===== src/rtl/dmem_arbiter_if.sv =====
// Request, response and memory-side signals shared by the dmem_arbiter and its neighbours.
// The arbiter takes the slave view, requesters the master view, the data memory the mem view.
interface dmem_arbiter_if #(
    parameter int ADDR_WIDTH = 14
);
    logic                  p0_req;
    logic                  p0_we;
    logic [ADDR_WIDTH-1:0] p0_addr;
    logic [31:0]           p0_wdata;
    logic                  p0_gnt;
    logic                  p0_rvalid;
    logic [31:0]           p0_rdata;

    logic                  p1_req;
    logic                  p1_we;
    logic [ADDR_WIDTH-1:0] p1_addr;
    logic [31:0]           p1_wdata;
    logic                  p1_gnt;
    logic                  p1_rvalid;
    logic [31:0]           p1_rdata;

    logic [ADDR_WIDTH-1:0] mem_addr;
    logic                  mem_we;
    logic                  mem_re;
    logic [31:0]           mem_wdata;
    logic [31:0]           mem_rdata;

    modport slave (
        input  p0_req, p0_we, p0_addr, p0_wdata,
        input  p1_req, p1_we, p1_addr, p1_wdata,
        input  mem_rdata,
        output p0_gnt, p0_rvalid, p0_rdata,
        output p1_gnt, p1_rvalid, p1_rdata,
        output mem_addr, mem_we, mem_re, mem_wdata
    );

    modport master (
        output p0_req, p0_we, p0_addr, p0_wdata,
        output p1_req, p1_we, p1_addr, p1_wdata,
        input  p0_gnt, p0_rvalid, p0_rdata,
        input  p1_gnt, p1_rvalid, p1_rdata
    );

    modport mem (
        input  mem_addr, mem_we, mem_re, mem_wdata,
        output mem_rdata
    );
endinterface


===== src/rtl/dmem_arbiter.sv =====
// Two-port fixed-priority arbiter for a single-port sync-read data memory, port 1 anti-starvation.
// Latency: grant is combinational, read data returns the cycle after the grant.
// Backpressure: a denied request is held by its requester until granted; nothing is queued here.
module dmem_arbiter #(
    parameter int ADDR_WIDTH = 14,
    parameter int MAX_WAIT   = 4
) (
    input  logic           clk,
    input  logic           rst,
    dmem_arbiter_if.slave  bus
);
    localparam logic [3:0] MAX_W = 4'(MAX_WAIT);

    logic                  p0_gnt;
    logic                  p1_gnt;
    logic [3:0]            wait_q, wait_d;
    logic [1:0]            rd_sel_q, rd_sel_d;
    logic [ADDR_WIDTH-1:0] addr_q, addr_d;
    logic [31:0]           p0_rdata_q, p0_rdata_d;
    logic [31:0]           p1_rdata_q, p1_rdata_d;

    // Port 0 wins conflicts until port 1 has been denied MAX_WAIT times in a row.
    always_comb begin
        p0_gnt = 1'b0;
        p1_gnt = 1'b0;
        if (!rst) begin
            if (bus.p0_req && bus.p1_req) begin
                if (wait_q == MAX_W) p1_gnt = 1'b1;
                else                 p0_gnt = 1'b1;
            end else if (bus.p0_req) begin
                p0_gnt = 1'b1;
            end else if (bus.p1_req) begin
                p1_gnt = 1'b1;
            end
        end
    end

    always_comb begin
        bus.mem_addr  = addr_q;
        bus.mem_we    = 1'b0;
        bus.mem_re    = 1'b0;
        bus.mem_wdata = 32'd0;
        if (p0_gnt) begin
            bus.mem_addr  = bus.p0_addr;
            bus.mem_we    = bus.p0_we;
            bus.mem_re    = ~bus.p0_we;
            bus.mem_wdata = bus.p0_wdata;
        end else if (p1_gnt) begin
            bus.mem_addr  = bus.p1_addr;
            bus.mem_we    = bus.p1_we;
            bus.mem_re    = ~bus.p1_we;
            bus.mem_wdata = bus.p1_wdata;
        end
    end

    always_comb begin
        addr_d   = bus.mem_addr;
        rd_sel_d = {p1_gnt & ~bus.p1_we, p0_gnt & ~bus.p0_we};
        wait_d   = wait_q;
        if (p1_gnt) begin
            wait_d = 4'd0;
        end else if (bus.p1_req && (wait_q != MAX_W)) begin
            wait_d = wait_q + 4'd1;
        end
        p0_rdata_d = rd_sel_q[0] ? bus.mem_rdata : p0_rdata_q;
        p1_rdata_d = rd_sel_q[1] ? bus.mem_rdata : p1_rdata_q;
    end

    always_ff @(posedge clk or posedge rst) begin
        if (rst) begin
            wait_q     <= 4'd0;
            rd_sel_q   <= 2'b00;
            addr_q     <= '0;
            p0_rdata_q <= 32'd0;
            p1_rdata_q <= 32'd0;
        end else begin
            wait_q     <= wait_d;
            rd_sel_q   <= rd_sel_d;
            addr_q     <= addr_d;
            p0_rdata_q <= p0_rdata_d;
            p1_rdata_q <= p1_rdata_d;
        end
    end

    // Returning data bypasses the holding register so it is visible in the valid cycle.
    assign bus.p0_gnt    = p0_gnt;
    assign bus.p1_gnt    = p1_gnt;
    assign bus.p0_rvalid = rd_sel_q[0];
    assign bus.p1_rvalid = rd_sel_q[1];
    assign bus.p0_rdata  = rd_sel_q[0] ? bus.mem_rdata : p0_rdata_q;
    assign bus.p1_rdata  = rd_sel_q[1] ? bus.mem_rdata : p1_rdata_q;
endmodule


===== src/flat_wrapper.sv =====
// flat-port wrapper written by rule: the top's interface ports become plain ports
module dmem_arbiter_flat 
#(
    parameter int ADDR_WIDTH = 14,
    parameter int MAX_WAIT   = 4
)
  (clk, rst, bus_p0_req, bus_p0_we, bus_p0_addr, bus_p0_wdata, bus_p1_req, bus_p1_we, bus_p1_addr, bus_p1_wdata, bus_mem_rdata, bus_p0_gnt, bus_p0_rvalid, bus_p0_rdata, bus_p1_gnt, bus_p1_rvalid, bus_p1_rdata, bus_mem_addr, bus_mem_we, bus_mem_re, bus_mem_wdata);
  dmem_arbiter_if #(.ADDR_WIDTH(ADDR_WIDTH)) bus_i ();
  input  logic clk;
  input  logic rst;
  input wire logic [$bits(bus_i.p0_req)-1:0] bus_p0_req;
  input wire logic [$bits(bus_i.p0_we)-1:0] bus_p0_we;
  input wire logic [$bits(bus_i.p0_addr)-1:0] bus_p0_addr;
  input wire logic [$bits(bus_i.p0_wdata)-1:0] bus_p0_wdata;
  input wire logic [$bits(bus_i.p1_req)-1:0] bus_p1_req;
  input wire logic [$bits(bus_i.p1_we)-1:0] bus_p1_we;
  input wire logic [$bits(bus_i.p1_addr)-1:0] bus_p1_addr;
  input wire logic [$bits(bus_i.p1_wdata)-1:0] bus_p1_wdata;
  input wire logic [$bits(bus_i.mem_rdata)-1:0] bus_mem_rdata;
  output wire logic [$bits(bus_i.p0_gnt)-1:0] bus_p0_gnt;
  output wire logic [$bits(bus_i.p0_rvalid)-1:0] bus_p0_rvalid;
  output wire logic [$bits(bus_i.p0_rdata)-1:0] bus_p0_rdata;
  output wire logic [$bits(bus_i.p1_gnt)-1:0] bus_p1_gnt;
  output wire logic [$bits(bus_i.p1_rvalid)-1:0] bus_p1_rvalid;
  output wire logic [$bits(bus_i.p1_rdata)-1:0] bus_p1_rdata;
  output wire logic [$bits(bus_i.mem_addr)-1:0] bus_mem_addr;
  output wire logic [$bits(bus_i.mem_we)-1:0] bus_mem_we;
  output wire logic [$bits(bus_i.mem_re)-1:0] bus_mem_re;
  output wire logic [$bits(bus_i.mem_wdata)-1:0] bus_mem_wdata;
  assign bus_i.p0_req = bus_p0_req;
  assign bus_i.p0_we = bus_p0_we;
  assign bus_i.p0_addr = bus_p0_addr;
  assign bus_i.p0_wdata = bus_p0_wdata;
  assign bus_i.p1_req = bus_p1_req;
  assign bus_i.p1_we = bus_p1_we;
  assign bus_i.p1_addr = bus_p1_addr;
  assign bus_i.p1_wdata = bus_p1_wdata;
  assign bus_i.mem_rdata = bus_mem_rdata;
  assign bus_p0_gnt = bus_i.p0_gnt;
  assign bus_p0_rvalid = bus_i.p0_rvalid;
  assign bus_p0_rdata = bus_i.p0_rdata;
  assign bus_p1_gnt = bus_i.p1_gnt;
  assign bus_p1_rvalid = bus_i.p1_rvalid;
  assign bus_p1_rdata = bus_i.p1_rdata;
  assign bus_mem_addr = bus_i.mem_addr;
  assign bus_mem_we = bus_i.mem_we;
  assign bus_mem_re = bus_i.mem_re;
  assign bus_mem_wdata = bus_i.mem_wdata;
  dmem_arbiter #(.ADDR_WIDTH(ADDR_WIDTH), .MAX_WAIT(MAX_WAIT)) u_core (.clk(clk), .rst(rst), .bus(bus_i));
endmodule

===== config.mk =====
export PLATFORM = sky130hd
export DESIGN_NAME = dmem_arbiter_flat
export DESIGN_NICKNAME = d
export VERILOG_FILES = /design/src/rtl/dmem_arbiter_if.sv /design/src/rtl/dmem_arbiter.sv /design/src/flat_wrapper.sv
export SDC_FILE = /design/constraint.sdc
export NUM_CORES = 1
export LEC_CHECK = 0
export ABC_AREA = 1
export BUFFER_PORTS_ARGS = -buffer_cell sky130_fd_sc_hd__buf_2
export CAP_MARGIN = 40
export CORE_MARGIN = 2
export CORE_UTILIZATION = 45
export DETAILED_ROUTE_END_ITERATION = 10
export PLACE_DENSITY = 0.93
export SLEW_MARGIN = 20
export SYNTH_ARGS = -nofsm -noshare
export SYNTH_HDL_FRONTEND = slang
export SYNTH_SLANG_ARGS = --single-unit

===== constraint.sdc =====
create_clock -name clk -period 6.78 [get_ports clk]
set_input_delay 0 -clock clk [delete_from_list [all_inputs] [get_ports clk]]
set_output_delay 0 -clock clk [all_outputs]
set_load 0.01 [all_outputs]

==> impl_metrics.csv, run 1 <==
group,metric,value,unit
outcome,outcome,"finished clean",
routing,vias_per_cell,4.95,
global_route,globalRouteOverflowTotal,0,
synth,yosysSeqAreaShare,53.3,%
die,ios,246,
global_route,antenna_found_initial,0,
global_route,grt_max_degree,49,
routing,wl,13.4,mm
synth,ys_types,19,
clock_network,clk_pin_slew,0.08,ns
setup_path,crit_fanout,34,
synth,syn_nets,538,
min_path,hp-class,"in -> reg",
sta,tns,0,ns
layout,antenna_cells,0,
synth,yosys_warnings,0,
clock_network,clockBufferDepth,2,
job,drv_cap,0,
clock_network,insertion_delay,0.35,ns
die,die_w,97.6,um
pwr,ir_drop,0.123,mV
layout,drive_gt1_share,46.6,%
die,dieArea,9520,um^2
sta,fin_skew,0.00776,ns
sta,setup_violations,0,
setup_path,cpLargestDelayFamily,"simple AND/OR/NAND/NOR gates",
clock_network,cts-resized-gates,0,
sta,drv_slew,0,
setup_path,worst_setup_path_end_kind,"output pin",
sta,finalCriticalPeriod,2.70,ns
sta,slew_headroom,51.5,%
setup_path,critPathLaunchType,"flop",
global_route,grt_pass1_wl,21.4,mm
sta,finalCritPeriodShare,39.8,%
placement,portBuffers,245,
placement,gp_congestion,0.906,
pwr,leakage,3.32,nW
die,fp-row-count,34,
placement,post-dp-hpwl,9.24,mm
clock_network,cts_buffers,9,
sta,max_freq,0.370,GHz
synth,synth_top_area_share,53.3,%
sta,tightest_slew,0.726,ns
global_route,grt_pass1_vias,4245,
routing,drc,0,
die,die_y,97.6,um
setup_path,path_class,"reg -> out",
routing,vias,4000,
routing,drtIter0Drc,208,
setup_path,required,6.78,ns
setup_path,cp_cell_sequence,"inv_1, ha_1, nand3_1, nand2_2, nand2_2, inv_2, nand2_1, nand2_1, buf_2",
synth,netlist_instances,406,
clock_network,cts_tree,"yes",
setup_path,crit_slowest_cell,"inv_2",
synth,netlist_area,3940,um^2
die,core,8590,um^2
synth,synth_area_leaders,"dfrtp_1, mux2_2, nand2_1",
clock_network,cts_root_buffer,"clkbuf_8",
synth,yosysTopAreaCell,"dfrtp_1",
layout,fin_nets,827,
layout,area_growth_syn_to_layout,50.2,%
clock_network,numClockSinks,84,
sta,report.final.hold_viol_count,0,
sta,rsz0062_at_grt,"no",
layout,instances_no_fill,808,
setup_path,crit_buf_inv,3,
placement,place_inst,741,
routing,routedWlPerCell,16.6,um
routing,drt_first_pass_iters,4,
clock_network,htree_levels,3,
setup_path,cp.arrival,2.70,ns
layout,nFillCells,605,
synth,syn_avg_cell_area,9.71,um^2
layout,utilization,68.9,%
setup_path,crit_path_max_incr_delay,0.53,ns
pwr,p_per_area,273,nW/um^2
die,start_util,45.9,%
synth,ys_seq_elements,84,
clock_network,post_cts_buffers,0,
routing,ant_nets,0,
global_route,gr-usage-all-layers,28.4,%
==> registers in the layout, indices dropped and copies added (netlist names) <==
signal / count
u_core.rd_sel_q: 2
u_core.addr_q: 14
u_core.p1_rdata_q: 32
u_core.wait_q: 4
u_core.p0_rdata_q: 32
==> path summary, 6_finish.rpt <==
check	startpoint	slack [ns]	to	cells after the start
min reg2reg	u_core.p1_rdata_q[3]	0.50	u_core.p1_rdata_q[3]	1
max	u_core.wait_q[0]	4.08	bus_mem_wdata[0]	9
max in group asynchronous	rst	5.46	u_core.p1_rdata_q[17]	4
min in group asynchronous	rst	0.33	u_core.rd_sel_q[1]	3
max reg2reg	u_core.wait_q[0]	4.16	u_core.addr_q[12]	8
min	bus_p1_addr[7]	0.02	u_core.addr_q[7]	5
==> metrics by stage <==
stage	worst slack [ns]	hold WS, ns	area (um^2)	total power, mW
after floorplan	4.61	0.0664	3940	0.963
after global placement	4.61	0.123	5190	1.15
after detailed placement	4.50	0.141	5190	1.19
after CTS	4.11	0.00300	5920	1.60
after global routing	3.86	0.0336	5920	1.70
final	4.08	0.0243	5920	1.62
==> cell type report <==
class / instances / area, um^2 / share of cell area, %
Clock inverter: 7 / 97.6 / 1.65
Tap cell: 108 / 135 / 2.28
Clock buffer: 9 / 124 / 2.09
Multi-Input combinational cell: 263 / 1560 / 26.3
Timing Repair Buffer: 299 / 1760 / 29.7
Inverter: 38 / 144 / 2.43
Sequential cell: 84 / 2100 / 35.5
==> kinds of logic after synthesis <==
| kind of cell | Yosys count | share of synthesized area (%) |
|---|---|---|
| AOI/OAI and AO/OA | 3 | 0.413 |
| adders and majority gates | 2 | 0.635 |
| muxes | 64 | 18.3 |
| DFF | 84 | 53.3 |
| buffers and inverters | 59 | 7.17 |
| and+or+nand+nor | 193 | 19.9 |
| xor gates and xnor gates | 1 | 0.222 |
==> routing by layer <==
layer | vias up | global-route usage, % | share of wire (%)
met1 | 1864 | 31.2 | 37
met2 | 231 | 53.5 | 53
met3 | 46 | 4.96 | 6.7
li1 | 1859 | - | -
met4 | 0 | 11.5 | 3.5
met5 | - | 0 | 0
==> what timing repair did <==
item / 4_1_cts / 5_1_grt
hold buffers: 51 / 0
setup endpoints to repair: 0 / 0
endpoints found under the hold margin: 121 / 0
==> worst min-delay path, delay by kind of cell <==
family                 cells  cell delay [ns]
buffers and inverters      2             0.11
and+or+nand+nor            3             0.22
==> synthesized netlist by cell type, drive strengths merged <==
cell type	count
ha	2
dfrtp	84
o22ai	1
o21ai	2
nand4	2
nand2	152
xor2	1
mux2	64
nor2	4
clkbuf	2
buf	19
inv	38
nand3	34
nand3b	1
==> layout by cell type, fill, tap and decap left out, drive strengths merged <==
master,Yosys,final
buf,19,248
bufinv,0,2
clkbuf,2,9
clkinv,0,2
clkinvlp,0,2
dfrtp,84,84
dlygate4sd3,0,51
ha,2,2
inv,38,39
mux2,64,64
nand2,152,152
nand3,34,34
nand3b,1,1
nand4,2,2
nor2,4,4
o21ai,2,2
o22ai,1,1
xor2,1,1
==> power breakdown <==
part           internal (mW)  switching [mW]
clock                  0.209           0.185
combinational          0.249           0.303
sequential             0.623          0.0464
total                   1.08           0.534
Note: power is estimated with default switching activity, not from simulation.
==> run 2: changes to the inputs <==
Settings changed: CORE_UTILIZATION 45 to 39, PLACE_DENSITY 0.93 to 0.86.
Clock period 6.78 ns to 2.2 ns, I/O delays scaled along.
==> run 2 against run 1 <==
Clock skew grew 0.0025 ns; critical path type is now reg -> reg; setup slack lost 4.0 ns; non-clock buffer count grew 9; global-route usage shrank 5.1 points.
==> impl_metrics.csv, run 2 (synthesis gave the netlist of run 1 again) <==
group,metric,value,unit
setup_path,cp_cell_sequence,"inv_1, ha_1, nand3_1, nand2_2, nand2_2, buf_4, nand2_1, nand3_1, nand2_1, dlygate4sd3_1",
layout,multiInputGateArea,1560,um^2
die,dieArea,10900,um^2
setup_path,crit_fanout,20,
layout,fin_nets,836,
outcome,outcome,"finished clean",
clock_network,cts_buffers,9,
setup_path,path_class,"reg -> reg",
die,start_util,40.3,%
setup_path,critPathLaunchType,"flop",
routing,drtIter0Drc,162,
setup_path,required,2.44,ns
clock_network,htree_levels,3,
layout,antenna_cells,0,
sta,tightest_slew,0.629,ns
global_route,antenna_found_initial,1,
die,die_w,105,um
sta,setup_violations,0,
placement,gp_congestion,0.859,
clock_network,numClockSinks,84,
routing,drt_first_pass_iters,5,
placement,place_inst,771,
sta,max_freq,0.472,GHz
clock_network,clockBufferDepth,2,
pwr,ir_drop,0.296,mV
sta,tns,0,ns
global_route,gr-usage-all-layers,23.3,%
layout,area_growth_syn_to_layout,52.8,%
routing,ant_nets,0,
global_route,globalRouteOverflowTotal,0,
layout,seqCellArea,2100,um^2
routing,routedWlPerCell,15.3,um
layout,layout_commonest_cell,"buf_2",
pwr,total_power,4.74,mW
routing,vias,3886,
sta,drv_slew,0,
clock_network,cts_tree,"yes",
sta,report.final.hold_viol_count,0,
clock_network,cts_root_buffer,"clkbuf_8",
pwr,leakage,3.34,nW
layout,nFillCells,798,
die,ios,246,
min_path,hp-class,"in -> reg",
placement,portBuffers,245,
sta,finalCriticalPeriod,2.12,ns
sta,rsz0062_at_grt,"yes",
layout,instances_no_fill,842,
die,fp-row-count,36,
setup_path,crit_slowest_cell,"dlygate4sd3_1",
setup_path,cp.arrival,2.36,ns
clock_network,insertion_delay,0.35,ns
global_route,grt_pass1_wl,20.0,mm
layout,reg_top3,"u_core.p0_rdata_q x32, u_core.p1_rdata_q x32, u_core.addr_q x14",
layout,drive_gt1_share,46.5,%
job,drv_cap,0,
layout,layout_common_cells,"buf_2, nand2_1, dfrtp_1, mux2_2, dlygate4sd3_1",
die,die_y,105,um
layout,utilization,61.6,%
global_route,grt_pass1_vias,4004,
sta,finalCritPeriodShare,96.2,%
global_route,grt_max_degree,51,
clock_network,clk_pin_slew,0.09,ns
sta,fin_skew,0.0103,ns
pwr,p_per_area,787,nW/um^2
placement,post-dp-hpwl,9.06,mm
setup_path,crit_path_max_incr_delay,0.58,ns
setup_path,worst_setup_path_end_kind,"flop",
sta,slew_headroom,58.0,%
die,core,9770,um^2
routing,drc,0,
routing,wl,12.9,mm
routing,vias_per_cell,4.62,
-- run 2: cell types whose count changed in the layout (fill, tap and decap cells not counted), moves of 2 or more --
cell           before  now
clkinvlp_4          2    4
dlygate4sd3_1      51   55
bufinv_16           2    0
buf_4               3    5
buf_12              0    3
-- run 2: path summary, 6_finish.rpt --
check	end	from	cells past startpoint	slack, ns
setup reg to reg	u_core.addr_q[7]	u_core.wait_q[0]	10	0.08
hold / removal	u_core.addr_q[9]	bus_p1_addr[9]	5	0.01
hold reg to reg	u_core.p1_rdata_q[3]	u_core.p1_rdata_q[3]	1	0.48
max in group asynchronous	u_core.p1_rdata_q[25]	rst	4	1.27
min in group asynchronous	u_core.p1_rdata_q[6]	rst	3	0.28
setup / recovery	u_core.addr_q[7]	u_core.wait_q[0]	10	0.08
-- run 2: cell type report --
cell class	instances	area share (%)
repair buffers	308	31.1
clock buffers	10	2.12
flip-flops and latches	84	34.9
inverters	38	2.43
multi-input cells	263	25.9
well taps	133	2.76
clock inverters	6	0.790
-- run 2: what timing repair did --
item	in CTS	in global routing
endpoints found under the hold margin	116	0
endpoints found under the setup margin	0	25
setup buffers	0	0
resized for setup	0	2
hold buffers	55	0
-- run 2: power breakdown --
part / total [mW] / switching (mW) / internal [mW]
Combinational: 1.69 / 0.892 / 0.803
Sequential: 2.05 / 0.136 / 1.92
Clock: 0.986 / 0.569 / 0.418
Total: 4.74 / 1.60 / 3.14
-- run 2: routing by layer --
metal | GRT usage (%) | vias up | wire (um)
li1 | - | 1881 | -
met1 | 25.5 | 1801 | 4950
met2 | 44.7 | 180 | 6940
met3 | 5.70 | 24 | 753
met4 | 5.60 | 0 | 249
met5 | 0 | - | 0
-- run 2: per-stage QoR --
stage          instance area (um^2)  hold WS [ns]  setup WS [ns]
4_1_cts                        6020       0.00680         0.0461
3_5_place_dp                   5290         0.134          0.511
6_report                       6020        0.0131         0.0833
3_3_place_gp                   5290         0.127          0.535
5_1_grt                        6020        0.0320        -0.0540
2_1_floorplan                  3940        0.0664         0.0349
-- run 2: critical path, delay by kind of cell, from the launching register on --
kind	cells	cell delay [ns]
fa+ha+maj	1	0.21
flops	1	0.39
buf+inv	3	0.90
simple gates	6	0.50
